[src/rtl/nvme_mc_fifo.sv]
// nvme_mc_fifo: several logical FIFOs sharing one RAM. A round-robin arbiter
// drains non-empty channels through a RAM read register (S1) into a registered
// valid/ack output stage (S2) that tags each word with its source channel.
module nvme_mc_fifo #(
  parameter int width             = 8,
  parameter int awidth            = 4,
  parameter int channels          = 2,
  parameter int chwidth           = 1,
  parameter int almost_full_count = 0
) (
  input  logic                           clk,
  input  logic                           reset,
  input  logic                           write,
  input  logic [chwidth-1:0]             wch,
  input  logic [width-1:0]               wdata,
  output logic [channels-1:0]            wfull,
  output logic [channels-1:0]            wafull,
  output logic                           werr,
  output logic [channels*(awidth+1)-1:0] count,
  input  logic                           rack,
  output logic                           rval,
  output logic [width-1:0]               rdata,
  output logic [chwidth-1:0]             rch
);

  localparam int depth = 1 << awidth;
  localparam logic [awidth:0]   cnt_full = (awidth+1)'(depth);
  localparam logic [awidth:0]   cnt_one  = (awidth+1)'(1);
  localparam logic [awidth-1:0] ptr_one  = awidth'(1);
  localparam logic              af_reset = (almost_full_count >= depth);

  // Shared storage: channel c owns addresses {c, ptr}
  logic [width-1:0] mem [channels*depth];

  // Per-channel bookkeeping
  logic [awidth:0]   count_q [channels];
  logic [awidth:0]   count_d [channels];
  logic [awidth-1:0] wptr_q  [channels];
  logic [awidth-1:0] wptr_d  [channels];
  logic [awidth-1:0] rptr_q  [channels];
  logic [awidth-1:0] rptr_d  [channels];
  logic [channels-1:0] wfull_q, wfull_d;
  logic [channels-1:0] wafull_q, wafull_d;
  logic werr_q, werr_d;
  logic [chwidth-1:0] rr_ptr_q, rr_ptr_d;

  // Read pipeline registers
  logic               s1_v_q, s1_v_d;
  logic [chwidth-1:0] s1_ch_q, s1_ch_d;
  logic [width-1:0]   s1_data_q;
  logic               rval_q, rval_d;
  logic [width-1:0]   rdata_q, rdata_d;
  logic [chwidth-1:0] rch_q, rch_d;

  // Combinational control
  logic                      wch_ok;
  logic                      wr_en;
  logic [chwidth+awidth-1:0] waddr;
  logic [chwidth+awidth-1:0] raddr;
  logic                      s1_ready;
  logic                      s2_ready;
  logic                      found;
  logic                      grant_v;
  logic [chwidth-1:0]        grant_ch;
  logic [chwidth-1:0]        cand;

  // Write acceptance: drop writes to full or nonexistent channels
  always_comb begin
    wch_ok = 32'(wch) < 32'(channels);
    wr_en  = write && wch_ok && !wfull_q[wch];
    werr_d = write && !wr_en;
    waddr  = {wch, wptr_q[wch]};
  end

  // Handshake readiness and round-robin grant starting at rr_ptr
  always_comb begin
    s2_ready = !rval_q || rack;
    s1_ready = !s1_v_q || s2_ready;
    found    = 1'b0;
    grant_ch = rr_ptr_q;
    cand     = '0;
    for (int i = 0; i < channels; i++) begin
      cand = chwidth'((32'(rr_ptr_q) + 32'(i)) % 32'(channels));
      if (!found && count_q[cand] != '0) begin
        found    = 1'b1;
        grant_ch = cand;
      end
    end
    grant_v  = found && s1_ready;
    raddr    = {grant_ch, rptr_q[grant_ch]};
    rr_ptr_d = grant_v ? chwidth'((32'(grant_ch) + 32'(1)) % 32'(channels)) : rr_ptr_q;
  end

  // Per-channel pointer/occupancy update and registered full flags
  always_comb begin
    for (int c = 0; c < channels; c++) begin
      wptr_d[c]  = wptr_q[c] + ((wr_en && (32'(wch) == 32'(c))) ? ptr_one : '0);
      rptr_d[c]  = rptr_q[c] + ((grant_v && (32'(grant_ch) == 32'(c))) ? ptr_one : '0);
      count_d[c] = count_q[c];
      if ((wr_en && (32'(wch) == 32'(c))) && !(grant_v && (32'(grant_ch) == 32'(c))))
        count_d[c] = count_q[c] + cnt_one;
      else if (!(wr_en && (32'(wch) == 32'(c))) && (grant_v && (32'(grant_ch) == 32'(c))))
        count_d[c] = count_q[c] - cnt_one;
      wfull_d[c]  = (count_d[c] == cnt_full);
      wafull_d[c] = (32'(cnt_full - count_d[c]) <= 32'(almost_full_count));
    end
  end

  // Pipeline advance: S1 holds during a stall, S2 loads when free or acked
  always_comb begin
    s1_v_d  = s1_ready ? grant_v : s1_v_q;
    s1_ch_d = s1_ready ? grant_ch : s1_ch_q;
    rval_d  = s2_ready ? s1_v_q : rval_q;
    rdata_d = (s2_ready && s1_v_q) ? s1_data_q : rdata_q;
    rch_d   = (s2_ready && s1_v_q) ? s1_ch_q : rch_q;
  end

  // RAM write port and clock-enabled read register (not reset)
  always_ff @(posedge clk) begin
    if (wr_en)
      mem[waddr] <= wdata;
    if (s1_ready)
      s1_data_q <= mem[raddr];
  end

  // Control state with synchronous reset discarding all queued data
  always_ff @(posedge clk) begin
    if (reset) begin
      for (int c = 0; c < channels; c++) begin
        count_q[c] <= '0;
        wptr_q[c]  <= '0;
        rptr_q[c]  <= '0;
      end
      wfull_q  <= '0;
      wafull_q <= {channels{af_reset}};
      werr_q   <= 1'b0;
      rr_ptr_q <= '0;
      s1_v_q   <= 1'b0;
      s1_ch_q  <= '0;
      rval_q   <= 1'b0;
      rdata_q  <= '0;
      rch_q    <= '0;
    end else begin
      count_q  <= count_d;
      wptr_q   <= wptr_d;
      rptr_q   <= rptr_d;
      wfull_q  <= wfull_d;
      wafull_q <= wafull_d;
      werr_q   <= werr_d;
      rr_ptr_q <= rr_ptr_d;
      s1_v_q   <= s1_v_d;
      s1_ch_q  <= s1_ch_d;
      rval_q   <= rval_d;
      rdata_q  <= rdata_d;
      rch_q    <= rch_d;
    end
  end

  for (genvar gc = 0; gc < channels; gc++) begin : g_count
    assign count[gc*(awidth+1) +: awidth+1] = count_q[gc];
  end

  assign wfull  = wfull_q;
  assign wafull = wafull_q;
  assign werr   = werr_q;
  assign rval   = rval_q;
  assign rdata  = rdata_q;
  assign rch    = rch_q;

endmodule

[config.mk]
export PLATFORM = sky130hd
export DESIGN_NAME = nvme_mc_fifo
export DESIGN_NICKNAME = d
export VERILOG_FILES = /design/src/rtl/nvme_mc_fifo.sv
export SDC_FILE = /design/constraint.sdc
export NUM_CORES = 1
export LEC_CHECK = 0
export CORE_ASPECT_RATIO = 0.9
export CORE_MARGIN = 3
export CORE_UTILIZATION = 55
export CTS_CLUSTER_SIZE = 16
export DETAILED_ROUTE_END_ITERATION = 8
export HOLD_SLACK_MARGIN = 0.05
export MAX_ROUTING_LAYER = met4
export PLACE_DENSITY = 0.83
export SETUP_SLACK_MARGIN = 0.05
export SLEW_MARGIN = 10
export SYNTH_ARGS = -nofsm -noshare
export SYNTH_HDL_FRONTEND = slang
export SYNTH_SLANG_ARGS = --single-unit
[constraint.sdc]
create_clock -name clk -period 6.3 [get_ports clk]
set_clock_uncertainty 0.2 [all_clocks]
set_input_delay 0.63 -clock clk [delete_from_list [all_inputs] [get_ports clk]]
set_output_delay 0.63 -clock clk [all_outputs]
set_load 0.01 [all_outputs]
Word-level counts from Yosys, hierarchy flattened
Memory sizes are Yosys's and may differ from the RTL's. A register that Yosys moved wholly into a read port is not among the register bits.
Index checks and enable logic that the tools add are counted.
{"block": "op_classes", "add_sub_neg": 12, "mul": 0, "n_div": 0, "magnitude_cmp": 7, "eq_ne": 2, "shift": 0, "muxes": 27, "bitwise": 6, "reduce_logical": 26}
{"op": "<= comparator 32 x 1 -> 1 bit (second input constant)", "n": 2}
{"op": "2-to-1 mux 5 bit", "n": 10}
{"op": "2-to-1 mux 4 bit", "n": 6}
{"op": "adder 4 x 1 -> 4 bit", "n": 4}
{"op": "logical AND 1 bit", "n": 13}
{"op": "subtractor 5 x 5 -> 6 bit (first input constant)", "n": 2}
{"op": "2-to-1 mux 1 bit", "n": 11}
{"op": "adder 5 x 1 -> 5 bit (second input constant)", "n": 2}
{"op": "== test 5 bit (second input constant)", "n": 2}
{"op": "nonzero test 5 bit", "n": 2}
{"op": "subtractor 5 x 1 -> 5 bit (second input constant)", "n": 2}
{"op": "logical NOT 1 bit", "n": 9}
{"op": "greater-or-equal comparator 2 bit (second input constant)", "n": 4}
{"op": "NOT 1 -> 2 bit", "n": 4}
{"op": "adder 1 bit (second input constant)", "n": 2}
{"op": "logical OR 1 bit", "n": 2}
{"op": "< comparator 1 x 2 -> 1 bit (second input constant)", "n": 1}
{"op": "NOT 1 bit", "n": 2}
{"block": "totals", "register_bits": 44, "latch_bits": 0, "ram_bits": 256, "romBits": 0, "input_bits": 13, "word_cells": 96, "memories": 1}
{"memory": "mem", "words": 32, "width": 8, "rd": 1, "rd_clocked_by_memory_dff": 1, "wr": 1, "line_no": "33", "source": "logic [width-1:0] mem [channels*depth];"}

Logic depth before layout (Yosys ltp)
Gate-level depths: netlist of the first run.
{"block": "depth", "word_depth": 16, "depth_mapped": 14, "depth_no_buf": 10}

Least setup slack after synthesis of the first run
No wires, ideal clock.
{"block": "synth_timing", "path_type": "register -> register", "from": "reg count_q (netlist bit count[1])", "to": "reg s1_data_q[2] (read register of mem), data pin", "setup_time_ns": 0.150, "arrival_time_ns": 3.003, "t_required_ns": 5.950, "setup_slack_ns": 2.947, "stages_incl_launch_ff": 12, "n_path_buf": 2, "synth_period_minus_slack_ns": 3.353, "path_cell_list": "dfxtp_1 or4_4 a211oi_2 o21a_1 buf_6 mux2i_2 clkbuf_1 nand2_1 nand3_1 nand4_1 or4_1 nor3_2"}
{"block": "synth_via", "elab_chain_cells": 12, "elab_cells_between_ends": 16}
{"item": "start, declared", "line_no": "36", "source": "logic [awidth:0] count_q [channels];"}
{"item": "start signal, assigned", "line_no": "144", "source": "count_q <= count_d;"}
{"item": "2-to-1 mux 5 bit (implied by the code) (3 in series)", "line_no": "84", "source": "if (!found && count_q[cand] != '0) begin"}
{"item": "nonzero test 5 bit", "line_no": "84"}
{"item": "2-to-1 mux 1 bit", "line_no": "84"}
{"item": "logical NOT 1 bit", "line_no": "84"}
{"item": "logical AND 1 bit *", "line_no": "84"}
{"item": "2-to-1 mux 1 bit *", "line_no": "84"}
{"item": "NOT 1 -> 2 bit (implied by the code)", "line_no": "90", "source": "raddr = {grant_ch, rptr_q[grant_ch]};"}
{"item": "2-to-1 mux 4 bit (implied by the code) (3 in series)", "line_no": "90"}
{"item": "end, declared", "line_no": "50", "source": "logic [width-1:0] s1_data_q;"}
Mark *: on every way between the ends. The rest lies on a longest branch, timed or not. The select of a mux whose other input is x is not followed.
A chain may end at the register's enable or synchronous reset.

Worst setup path after layout of the first run
{"block": "layout_timing", "from": "reg count_q (netlist bit count[1])", "to": "reg s1_data_q[1] (read register of mem), data pin"}
The elaborated chain is that of the path after synthesis.

==> metrics.txt, run 1 <==
aggregate global routing overflow=0; global-route wire length before repair=48130 um; hold violation total from the final report=0; Maximum Capacitance Violations=0; total detailed-routing wirelength=31030 um; Port Buffer Count=37; measured slew at the worst slew-check pin=1.290 ns; share of layout cells above drive strength 1=6.547%; Vert. Die Dim=150.9 um; die area=25200 um2; cell row count=52; effective utilization at floorplan=56.51%; total clock buffers created by CTS=29; Avg Inst Size Synth=11.95 um2; source-to-sink clock delay at the later pin of the worst-skew pair=0.54 ns; final cycle utilization of the critical path=74.77%; wire length per cell after detailed routing=21.95 um; Critical Path End Type=flip-flop; RSZ-0062 raised after global routing=no; IO Pins=38; highest ir drop seen on vdd=0.3311 mV; instance count of the mapped netlist=1074; number of nets in the synthesized netlist=1101; number of nets in the final layout=1120; number of global-route vias before repair=8556; root buffer cell=sky130_fd_sc_hd__clkbuf_16; global placement routability congestion=0.8986; slew margin rel.=13.71%; number of nets still failing antenna checks after routing=0; number of buffers on the longest clock path=3; overall power consumption=6.469 mW; R2R Setup Slk=1.59 ns; Endpoint, Worst Hold=rdata[6]$_SDFFE_PP0P_; CTS tree=built; most area-consuming cells after synthesis=sky130_fd_sc_hd__edfxtp_1 (62%), sky130_fd_sc_hd__nand2_1 (7.5%), sky130_fd_sc_hd__dfxtp_1 (6.9%); antenna violations before repair=2; timing-limited maximum frequency=212.3 MHz; depth of the worst register-to-register path=10; # DRC=0; Data arrival, critical path=4.90 ns; worst hold path class=reg2reg; Yosys top cell area share=61.78%; count of endpoints failing setup in the final report=0; first-pass iteration count of the detailed router=7; HP Start=s1_data_q[6]$_DFFE_PN_; number of buffers inserted by post-CTS setup repair=0; Mapped Area=12830 um2; Synth area leader=sky130_fd_sc_hd__edfxtp_1; fin. max-slew vios=0; area growth from synthesis to layout=11.70%; DPL Wire Length=19330 um; post-synthesis register bit count=308; largest net degree at the start of global routing=52; total of cells resized after clock tree synthesis=0; Critical Path Source Type=flip-flop; pwr/cell area=451.3 nW/um2; type of the setup path with the least slack=reg2reg; detailed-route via count=8860; ratio of routed vias to standard cells=6.266; Static Leak=5.019 nW; Chip Width=167 um; Setup TNS Final=0 ns; Required @ worst endpoint=6.48 ns; Post-CTS Hold Fix Bufs=0; count of flip-flops with a built-in enable after synthesis=264; biggest fanout along the worst timing path=51; min cycle time layout=4.711 ns; GRT Total Usage=25.14%; Seq/Total Area, Yosys=68.65%; DRC marker count from the first detailed-route iteration=1316; fraction of registers with async set/reset=0%; start of the worst register-to-register path=count[1]$_SDFF_PP0_; most used flip-flop cell after synthesis=sky130_fd_sc_hd__edfxtp_1; end of the worst register-to-register path=s1_data_q[1]$_DFFE_PN_; status=complete, no violations; most frequent standard cell in the layout excluding fill and tap cells=sky130_fd_sc_hd__edfxtp_1; Ys Warns=0; count of different cell masters after synthesis=57; commonest cells after routing, fill and taps aside=sky130_fd_sc_hd__edfxtp_1 (264), sky130_fd_sc_hd__nand2_1 (258), sky130_fd_sc_hd__nand3_1 (103); number of cells on the worst hold path=2; number of sinks on the clock net=308; htree depth=1; core area=22710 um2; Clock Pin Slew Worst Setup and Hold Paths=0.06 ns
-- cell type report --
type / instances / area (um2)
tap: 297 / 371.6
multi-input combinational: 697 / 3732
clock buffer: 38 / 790.8
inverter: 10 / 37.54
sequential: 308 / 8808
fill: 1661 / 8374
timing repair buffer: 47 / 440.4
clock inverter: 15 / 146.4
antenna: 2 / 5.005
-- registers in the layout, indices dropped and copies added (netlist names), 2 cells and up --
signal	count
s1_data_q	8
rptr_q	8
rdata	8
wafull	2
count	10
mem	256
wptr_q	8
wfull	2
-- worst max path at each step --
stage,from,endpoint,depth (start not counted)
after floorplan,count[1]$_SDFF_PP0_,s1_data_q[2]$_DFFE_PN_,11
after global placement,count[1]$_SDFF_PP0_,s1_data_q[4]$_DFFE_PN_,10
after detailed placement,count[1]$_SDFF_PP0_,s1_data_q[7]$_DFFE_PN_,10
after CTS,count[1]$_SDFF_PP0_,s1_data_q[1]$_DFFE_PN_,10
after global routing,count[1]$_SDFF_PP0_,s1_data_q[1]$_DFFE_PN_,10
final,count[1]$_SDFF_PP0_,s1_data_q[1]$_DFFE_PN_,10
-- layer usage --
layer  global-route usage (%)  vias up  share of wire (%)  routed length [um]
met5                        -        -                  0                   0
met3                    5.950       99                 12                3602
li1                         -     3933                  -                   -
met2                    39.67      558                 46               14350
met1                    32.97     4270                 39               12050
met4                    7.835        0                3.3                1030
-- Yosys cell counts (2+ instances only) --
master and number:
sky130_fd_sc_hd__nand2_1 258, sky130_fd_sc_hd__mux2_2 2, sky130_fd_sc_hd__nand3b_1 5, sky130_fd_sc_hd__o211a_1 2, sky130_fd_sc_hd__or3_1 6, sky130_fd_sc_hd__inv_1 10
sky130_fd_sc_hd__and2_1 4, sky130_fd_sc_hd__nor2b_1 19, sky130_fd_sc_hd__buf_2 17, sky130_fd_sc_hd__nor3_1 4, sky130_fd_sc_hd__nor3_2 6, sky130_fd_sc_hd__or2_2 2
sky130_fd_sc_hd__nand4_1 19, sky130_fd_sc_hd__xnor2_1 9, sky130_fd_sc_hd__nor3b_1 6, sky130_fd_sc_hd__edfxtp_1 264, sky130_fd_sc_hd__o211ai_1 2, sky130_fd_sc_hd__and3_1 15
sky130_fd_sc_hd__xor2_1 5, sky130_fd_sc_hd__nand3_1 103, sky130_fd_sc_hd__clkbuf_1 35, sky130_fd_sc_hd__o21ai_0 13, sky130_fd_sc_hd__o221ai_1 2, sky130_fd_sc_hd__nor2_1 73
sky130_fd_sc_hd__dfxtp_1 44, sky130_fd_sc_hd__a21oi_1 37, sky130_fd_sc_hd__o31ai_1 2, sky130_fd_sc_hd__buf_4 2, sky130_fd_sc_hd__or3b_2 2, sky130_fd_sc_hd__o22ai_1 8
sky130_fd_sc_hd__buf_6 4, sky130_fd_sc_hd__nand2b_1 5, sky130_fd_sc_hd__or4_1 5, sky130_fd_sc_hd__a221oi_1 7, sky130_fd_sc_hd__ha_1 14, sky130_fd_sc_hd__o311ai_0 2
sky130_fd_sc_hd__nor4_1 3, sky130_fd_sc_hd__a22oi_1 2, sky130_fd_sc_hd__mux2i_1 17, sky130_fd_sc_hd__a31oi_1 17, sky130_fd_sc_hd__a211oi_1 5, sky130_fd_sc_hd__a311oi_1 2
-- per-stage QoR --
stage,setup WS [ns],hold WS [ns],instance area [um2],utilization (%),std cells
after global placement,1.823,0.2714,13390,58.97,1359
after floorplan,2.947,0.2525,12830,-,1074
after CTS,1.645,0.2953,14330,63.09,1412
final,1.589,0.2852,14330,63.12,1414
after detailed placement,1.698,0.2802,13390,58.97,1359
after global routing,1.286,0.3274,14330,63.12,1414
-- cells by family (layout without fill, tap and decap cells) --
kind of cell	Yosys count	in the layout	share of synthesized area, %
XOR/XNOR	14	14	0.9557
AO/OA/AOI/OAI	109	109	5.451
buffers and inverters	69	110	2.477
other	0	2	0
flip-flops	308	308	68.65
multiplexers	23	23	1.989
adder cells (fa/ha/maj)	14	14	1.365
AND/OR/NAND/NOR	537	537	19.11
-- critical path: stages (launching register included) --
cell and delay (ns):
sky130_fd_sc_hd__dfxtp_1 0.39, sky130_fd_sc_hd__or4_4 0.59, sky130_fd_sc_hd__a211oi_2 0.31, sky130_fd_sc_hd__o21a_1 0.47
sky130_fd_sc_hd__mux2_2 0.95, sky130_fd_sc_hd__buf_4 0.54, sky130_fd_sc_hd__nand2_1 0.11, sky130_fd_sc_hd__nand3_1 0.09
sky130_fd_sc_hd__nand4_1 0.10, sky130_fd_sc_hd__or4_1 0.60, sky130_fd_sc_hd__nor3_2 0.16
-- power by group --
group	switching [mW]	internal, mW	leakage [nW]	total [mW]
clock	0.721	1.00	0.459	1.72
combinational	1.44	0.788	1.81	2.23
sequential	0.150	2.37	2.75	2.52
total	2.31	4.16	5.02	6.47
No activity file was read; power rests on OpenSTA's default activity.
==> inputs of run 2 (changes only) <==
PLACE_DENSITY = 0.86   (was 0.83)
clock period = 4.1 ns   (was 6.3 ns; I/O delays follow)
==> metrics.txt, run 2 (same netlist as run 1, synthesis figures left out) <==
status=complete, no violations; Critical Path End Type=flip-flop; antenna violations before repair=2 (unchanged); GRT Total Usage=26.08% (+0.94 points); total clock buffers created by CTS=30 (+3.4%); CTS tree=built; worst hold path class=in2reg; RSZ-0062 raised after global routing=no; fraction of power consumed by the clock network=25.4% (-1.2 points); aggregate global routing overflow=0 (unchanged); number of nets in the final layout=1158 (+3.4%); Critical Path Source Type=flip-flop; CP Cell Sequence=or4_4 > o211ai_1 > o21a_1 > buf_4 > mux2_4 > buf_4 > or3_1 > o311ai_0 > a21oi_1 > o21ai_1 > a31oi_1; Static Leak=5.210 nW (+3.8%); cell row count=52 (unchanged); hold violation total from the final report=0 (unchanged); Internal Dissipation=6.452 mW (+55%); most repeated library cell on the critical path=sky130_fd_sc_hd__buf_4; post-layout instance area=14630 um2 (+2.1%); Required @ worst endpoint=4.16 ns (-2.32 ns); largest reg by FF count=mem; area growth from synthesis to layout=14.02%; highest ir drop seen on vdd=0.5054 mV (+53%); first-pass iteration count of the detailed router=6 (-1); global placement routability congestion=0.9858 (+9.7%); critical path's slowest cell=sky130_fd_sc_hd__or4_4; measured slew at the worst slew-check pin=1.177 ns (-0.1129 ns); slew margin rel.=21.26% (+7.5 points); count of endpoints failing setup in the final report=0 (unchanged); post-place setup slack=0.08404 ns (-1.614 ns); switching component of the power=3.573 mW (+54%); share of layout cells above drive strength 1=9.177% (+2.6 points); final cycle utilization of the critical path=94.99% (+20 points); Post-DP Area=13720 um2 (+2.4%); htree depth=1 (unchanged); count of placed standard cells including taps=1396 (+2.7%); Clock Pin Slew Worst Setup and Hold Paths=0.06 ns (about the same); Post-CTS Hold Fix Bufs=0 (unchanged); Port Buffer Count=37 (unchanged); number of global-route vias before repair=8673 (+1.4%); ratio of routed vias to standard cells=6.191 (-1.2%); DPL Wire Length=20490 um (+6.0%); power share of the combinational group=36.3% (+1.8 points); root buffer cell=sky130_fd_sc_hd__clkbuf_16; commonest cells after routing, fill and taps aside=sky130_fd_sc_hd__edfxtp_1 (264), sky130_fd_sc_hd__nand2_1 (258), sky130_fd_sc_hd__nand3_1 (103); effective utilization at floorplan=56.51% (unchanged); most frequent standard cell in the layout excluding fill and tap cells=sky130_fd_sc_hd__edfxtp_1; min cycle time layout=3.894 ns (-0.8162 ns); biggest fanout along the worst timing path=17 (-67%); number of buffers on the longest clock path=3 (unchanged); IO Pins=38 (unchanged); number of nets still failing antenna checks after routing=0 (unchanged); switch share=35.64% (-0.13 points); Maximum Capacitance Violations=0 (unchanged); number of buffers inserted by post-CTS setup repair=0 (unchanged); core area=22710 um2 (unchanged); Setup TNS Final=0 ns (unchanged); overall power consumption=10.03 mW (+55%); pwr/cell area=685.2 nW/um2 (+52%); detailed-route via count=8996 (+1.5%); total of cells resized after clock tree synthesis=0 (unchanged); global-route wire length before repair=49470 um (+2.8%); max reg flops=256 (unchanged); type of the setup path with the least slack=reg2reg; Vert. Die Dim=150.9 um (unchanged); DRC marker count from the first detailed-route iteration=1339 (+1.7%); number of sinks on the clock net=308 (unchanged); timing-limited maximum frequency=256.8 MHz (+21%); Data arrival, critical path=3.96 ns (-0.94 ns); source-to-sink clock delay at the later pin of the worst-skew pair=0.55 ns (about the same); cell family with most CP delay=compound AO/OA/AOI/OAI gates; die area=25200 um2 (unchanged); largest incremental delay on the critical path=0.59 ns (-0.36 ns); share of power burned in registers=38.4% (-0.5 points); final-layout worst hold slack=0.2426 ns (-0.04262 ns); fin. max-slew vios=0 (unchanged); Chip Width=167 um (unchanged); total buffers and inverters traversed by the critical path=2 (+1); number of standard cells in the layout, taps in and fillers out=1453 (+2.8%); # DRC=0 (unchanged); wire length per cell after detailed routing=21.94 um (about the same); total detailed-routing wirelength=31890 um (+2.8%); largest net degree at the start of global routing=95 (+83%); Setup WS post-layout=0.2055 ns (-1.384 ns); core utilization of the finished layout=64.43% (+1.3 points)
[run 2: cell type report]
class                      instances  area (um2)
inverter                          10       37.54
clock inverter                    12       51.30
clock buffer                      44       854.6
fill                            1589        8077
multi-input combinational        697        3741
antenna                            1       2.502
timing repair buffer              84       763.2
sequential                       308        8808
tap                              297       371.6
[run 2: final timing paths]
check | from | end | slack [ns] | cells past startpoint
min | wdata[6] | mem[30][6]$_DFFE_PP_ | 0.24 | 1
max reg2reg | count[1]$_SDFF_PP0_ | s1_data_q[6]$_DFFE_PN_ | 0.21 | 11
max | count[1]$_SDFF_PP0_ | s1_data_q[6]$_DFFE_PN_ | 0.21 | 11
min reg2reg | s1_data_q[5]$_DFFE_PN_ | rdata[5]$_SDFFE_PP0P_ | 0.29 | 2
[run 2: worst register-to-register path, cell delays in order (launching register included)]
cell                       delay (ns)
sky130_fd_sc_hd__dfxtp_1         0.38
sky130_fd_sc_hd__or4_4           0.59
sky130_fd_sc_hd__o211ai_1        0.30
sky130_fd_sc_hd__o21a_1          0.34
sky130_fd_sc_hd__buf_4           0.23
sky130_fd_sc_hd__mux2_4          0.43
sky130_fd_sc_hd__buf_4           0.20
sky130_fd_sc_hd__or3_1           0.29
sky130_fd_sc_hd__o311ai_0        0.12
sky130_fd_sc_hd__a21oi_1         0.12
sky130_fd_sc_hd__o21ai_1         0.21
sky130_fd_sc_hd__a31oi_1         0.19
[run 2: power by group through the flow]
| stage | Combinational [mW] | Clock (mW) | Sequential [mW] |
|---|---|---|---|
| 2_1_floorplan | 2.39 | 0 | 3.85 |
| 3_3_place_gp | 3.40 | 0 | 3.90 |
| 3_5_place_dp | 3.52 | 0 | 3.91 |
| 4_1_cts | 3.56 | 2.57 | 3.84 |
| 5_1_grt | 3.95 | 2.69 | 3.87 |
| 6_report | 3.63 | 2.54 | 3.85 |
[run 2: per-layer routing]
layer  GRT usage, %  wire length [um]
met1          34.52             12270
met5              -                 0
met3          5.245              3526
met4          9.361              1300
met2          40.89             14790
==> inputs of run 3 (changes only) <==
clock period = 3.4 ns   (was 4.1 ns; I/O delays follow)
==> metrics.txt, run 3 (same netlist as run 1, synthesis figures left out) <==
status=finished with violations; failing checks=setup timing; Vert. Die Dim=150.9 um (unchanged); commonest cells after routing, fill and taps aside=sky130_fd_sc_hd__edfxtp_1 (264), sky130_fd_sc_hd__nand2_1 (254), sky130_fd_sc_hd__buf_4 (93); cell row count=52 (unchanged); htree depth=1 (unchanged); min cycle time layout=3.532 ns (-0.3629 ns); final cycle utilization of the critical path=103.9% (+8.9 points); Port Buffer Count=37 (unchanged); area taken by flip-flops and latches=8810 um2 (about the same); largest incremental delay on the critical path=0.54 ns (-0.05 ns); total clock buffers created by CTS=30 (unchanged); # DRC=0 (unchanged); timing-limited maximum frequency=283.2 MHz (+10%); count of placed standard cells including taps=1438 (+3.0%); Clock Pin Slew Worst Setup and Hold Paths=0.06 ns (about the same); number of buffers on the longest clock path=3 (unchanged); hold violation total from the final report=0 (unchanged); Required @ worst endpoint=3.60 ns (-0.56 ns); IO Pins=38 (unchanged); number of antenna repair diodes=0 (-1); Data arrival, critical path=3.73 ns (-0.23 ns); CTS tree=built; biggest fanout along the worst timing path=6 (-11); source-to-sink clock delay at the later pin of the worst-skew pair=0.56 ns (about the same); worst hold path class=in2reg; number of global-route vias before repair=9297 (+7.2%); pwr/cell area=877.3 nW/um2 (+28%); Chip Width=167 um (unchanged); count of endpoints failing setup in the final report=8 (+8); critical path's slowest cell=sky130_fd_sc_hd__or4_4; wire length per cell after detailed routing=23.37 um (+6.5%); post-place setup slack=-0.07853 ns (-0.1626 ns); fin. max-slew vios=0 (unchanged); max reg flops=256 (unchanged); CP Cell Sequence=or4_4 > o211ai_1 > o21a_1 > buf_12 > mux2i_4 > buf_12 > buf_16 > buf_4 > nand2_1 > nand3_1 > a21oi_1 > or4_4 > nor3_2; share of layout cells above drive strength 1=17.97% (+8.8 points); effective utilization at floorplan=56.51% (unchanged); root buffer cell=sky130_fd_sc_hd__clkbuf_16; DRC marker count from the first detailed-route iteration=1681 (+26%); Setup TNS Final=-0.7494 ns (-0.7494 ns); highest ir drop seen on vdd=0.6331 mV (+25%); GRT Total Usage=27.84% (+1.8 points); area growth from synthesis to layout=21.80%; detailed-route via count=9665 (+7.4%); cell family with most CP delay=simple AND/OR/NAND/NOR gates; RSZ-0062 raised after global routing=yes; total buffers and inverters traversed by the critical path=4 (+2); aggregate global routing overflow=0 (unchanged); measured slew at the worst slew-check pin=0.7948 ns (-0.3826 ns); type of the setup path with the least slack=reg2reg; die area=25200 um2 (unchanged); Static Leak=5.699 nW (+9.4%); number of sinks on the clock net=308 (unchanged); Critical Path Source Type=flip-flop; number of filler cells placed in the layout=1396 (-12%); global-route wire length before repair=52660 um (+6.5%); number of standard cells in the layout, taps in and fillers out=1521 (+4.7%); antenna violations before repair=0 (-2); largest reg by FF count=mem; total detailed-routing wirelength=35540 um (+11%); overall power consumption=13.71 mW (+37%); global placement routability congestion=0.9411 (-4.5%); ratio of routed vias to standard cells=6.354 (+2.6%); largest net degree at the start of global routing=34 (-64%); core area=22710 um2 (unchanged); Critical Path End Type=flip-flop; Maximum Capacitance Violations=0 (unchanged); most frequent standard cell in the layout excluding fill and tap cells=sky130_fd_sc_hd__edfxtp_1; area occupied by multi-input gates=4004 um2 (+7.0%); number of nets in the final layout=1228 (+6.0%); number of nets still failing antenna checks after routing=0 (unchanged); DPL Wire Length=21320 um (+4.0%); first-pass iteration count of the detailed router=6 (unchanged); Setup WS post-layout=-0.1316 ns (-0.3371 ns); slew margin rel.=46.85% (+26 points)
run 3: tightest hold or removal path, stage by stage:
cell,delay (ns)
sky130_fd_sc_hd__clkdlybuf4s50_1,0.45
sky130_fd_sc_hd__nor2b_1,0.06
sky130_fd_sc_hd__nor2_1,0.08
sky130_fd_sc_hd__nor2_1,0.04
run 3: report_power, final:
part | switching [mW] | total, mW | leakage [nW] | internal, mW
Sequential | 0.222 | 4.60 | 2.75 | 4.38
Combinational | 3.40 | 5.99 | 2.50 | 2.59
Clock | 1.36 | 3.12 | 0.448 | 1.76
run 3: area by class of cell:
type,count,area share (%)
clock inverter,12,0.5044
timing repair buffer,153,9.575
tap,297,2.378
inverter,10,0.2402
multi-input combinational,698,25.62
clock buffer,43,5.316
sequential,308,56.37
run 3: repair_timing:
item,CTS,global route
setup buffers,22,4
setup endpoints to repair,8,8
resized for setup,35,30
hold buffers,0,0
hold endpoints to repair,0,0
pin swaps,11,13
gates cloned,3,2
run 3: worst paths after layout:
kind | start | endpoint | slack (ns) | cells past startpoint
worst min-delay path | rack | rval$_SDFFE_PP0P_ | 0.28 | 4
worst max-delay path | count[2]$_SDFF_PP0_ | s1_data_q[7]$_DFFE_PN_ | -0.13 | 13
worst min register to register | s1_data_q[5]$_DFFE_PN_ | rdata[5]$_SDFFE_PP0P_ | 0.29 | 2
worst max register to register | count[2]$_SDFF_PP0_ | s1_data_q[7]$_DFFE_PN_ | -0.13 | 13
run 3: per-stage QoR:
stage | utilization (%) | hold slack [ns] | area [um2]
after floorplan | - | 0.2389 | 12830
after global placement | 62.07 | 0.2644 | 14090
after detailed placement | 62.07 | 0.2797 | 14090
after CTS | 67.84 | 0.2652 | 15400
after global routing | 68.83 | 0.2863 | 15630
final | 68.83 | 0.2797 | 15630
run 3: per-layer routing:
metal	track usage, %	wire (um)	vias to the layer above	share of wire (%)
li1	-	-	4152	-
met1	35.65	12660	4550	36
met2	44.23	16690	800	47
met3	5.611	4410	163	12
met4	11.55	1780	0	5.0
met5	-	0	-	0
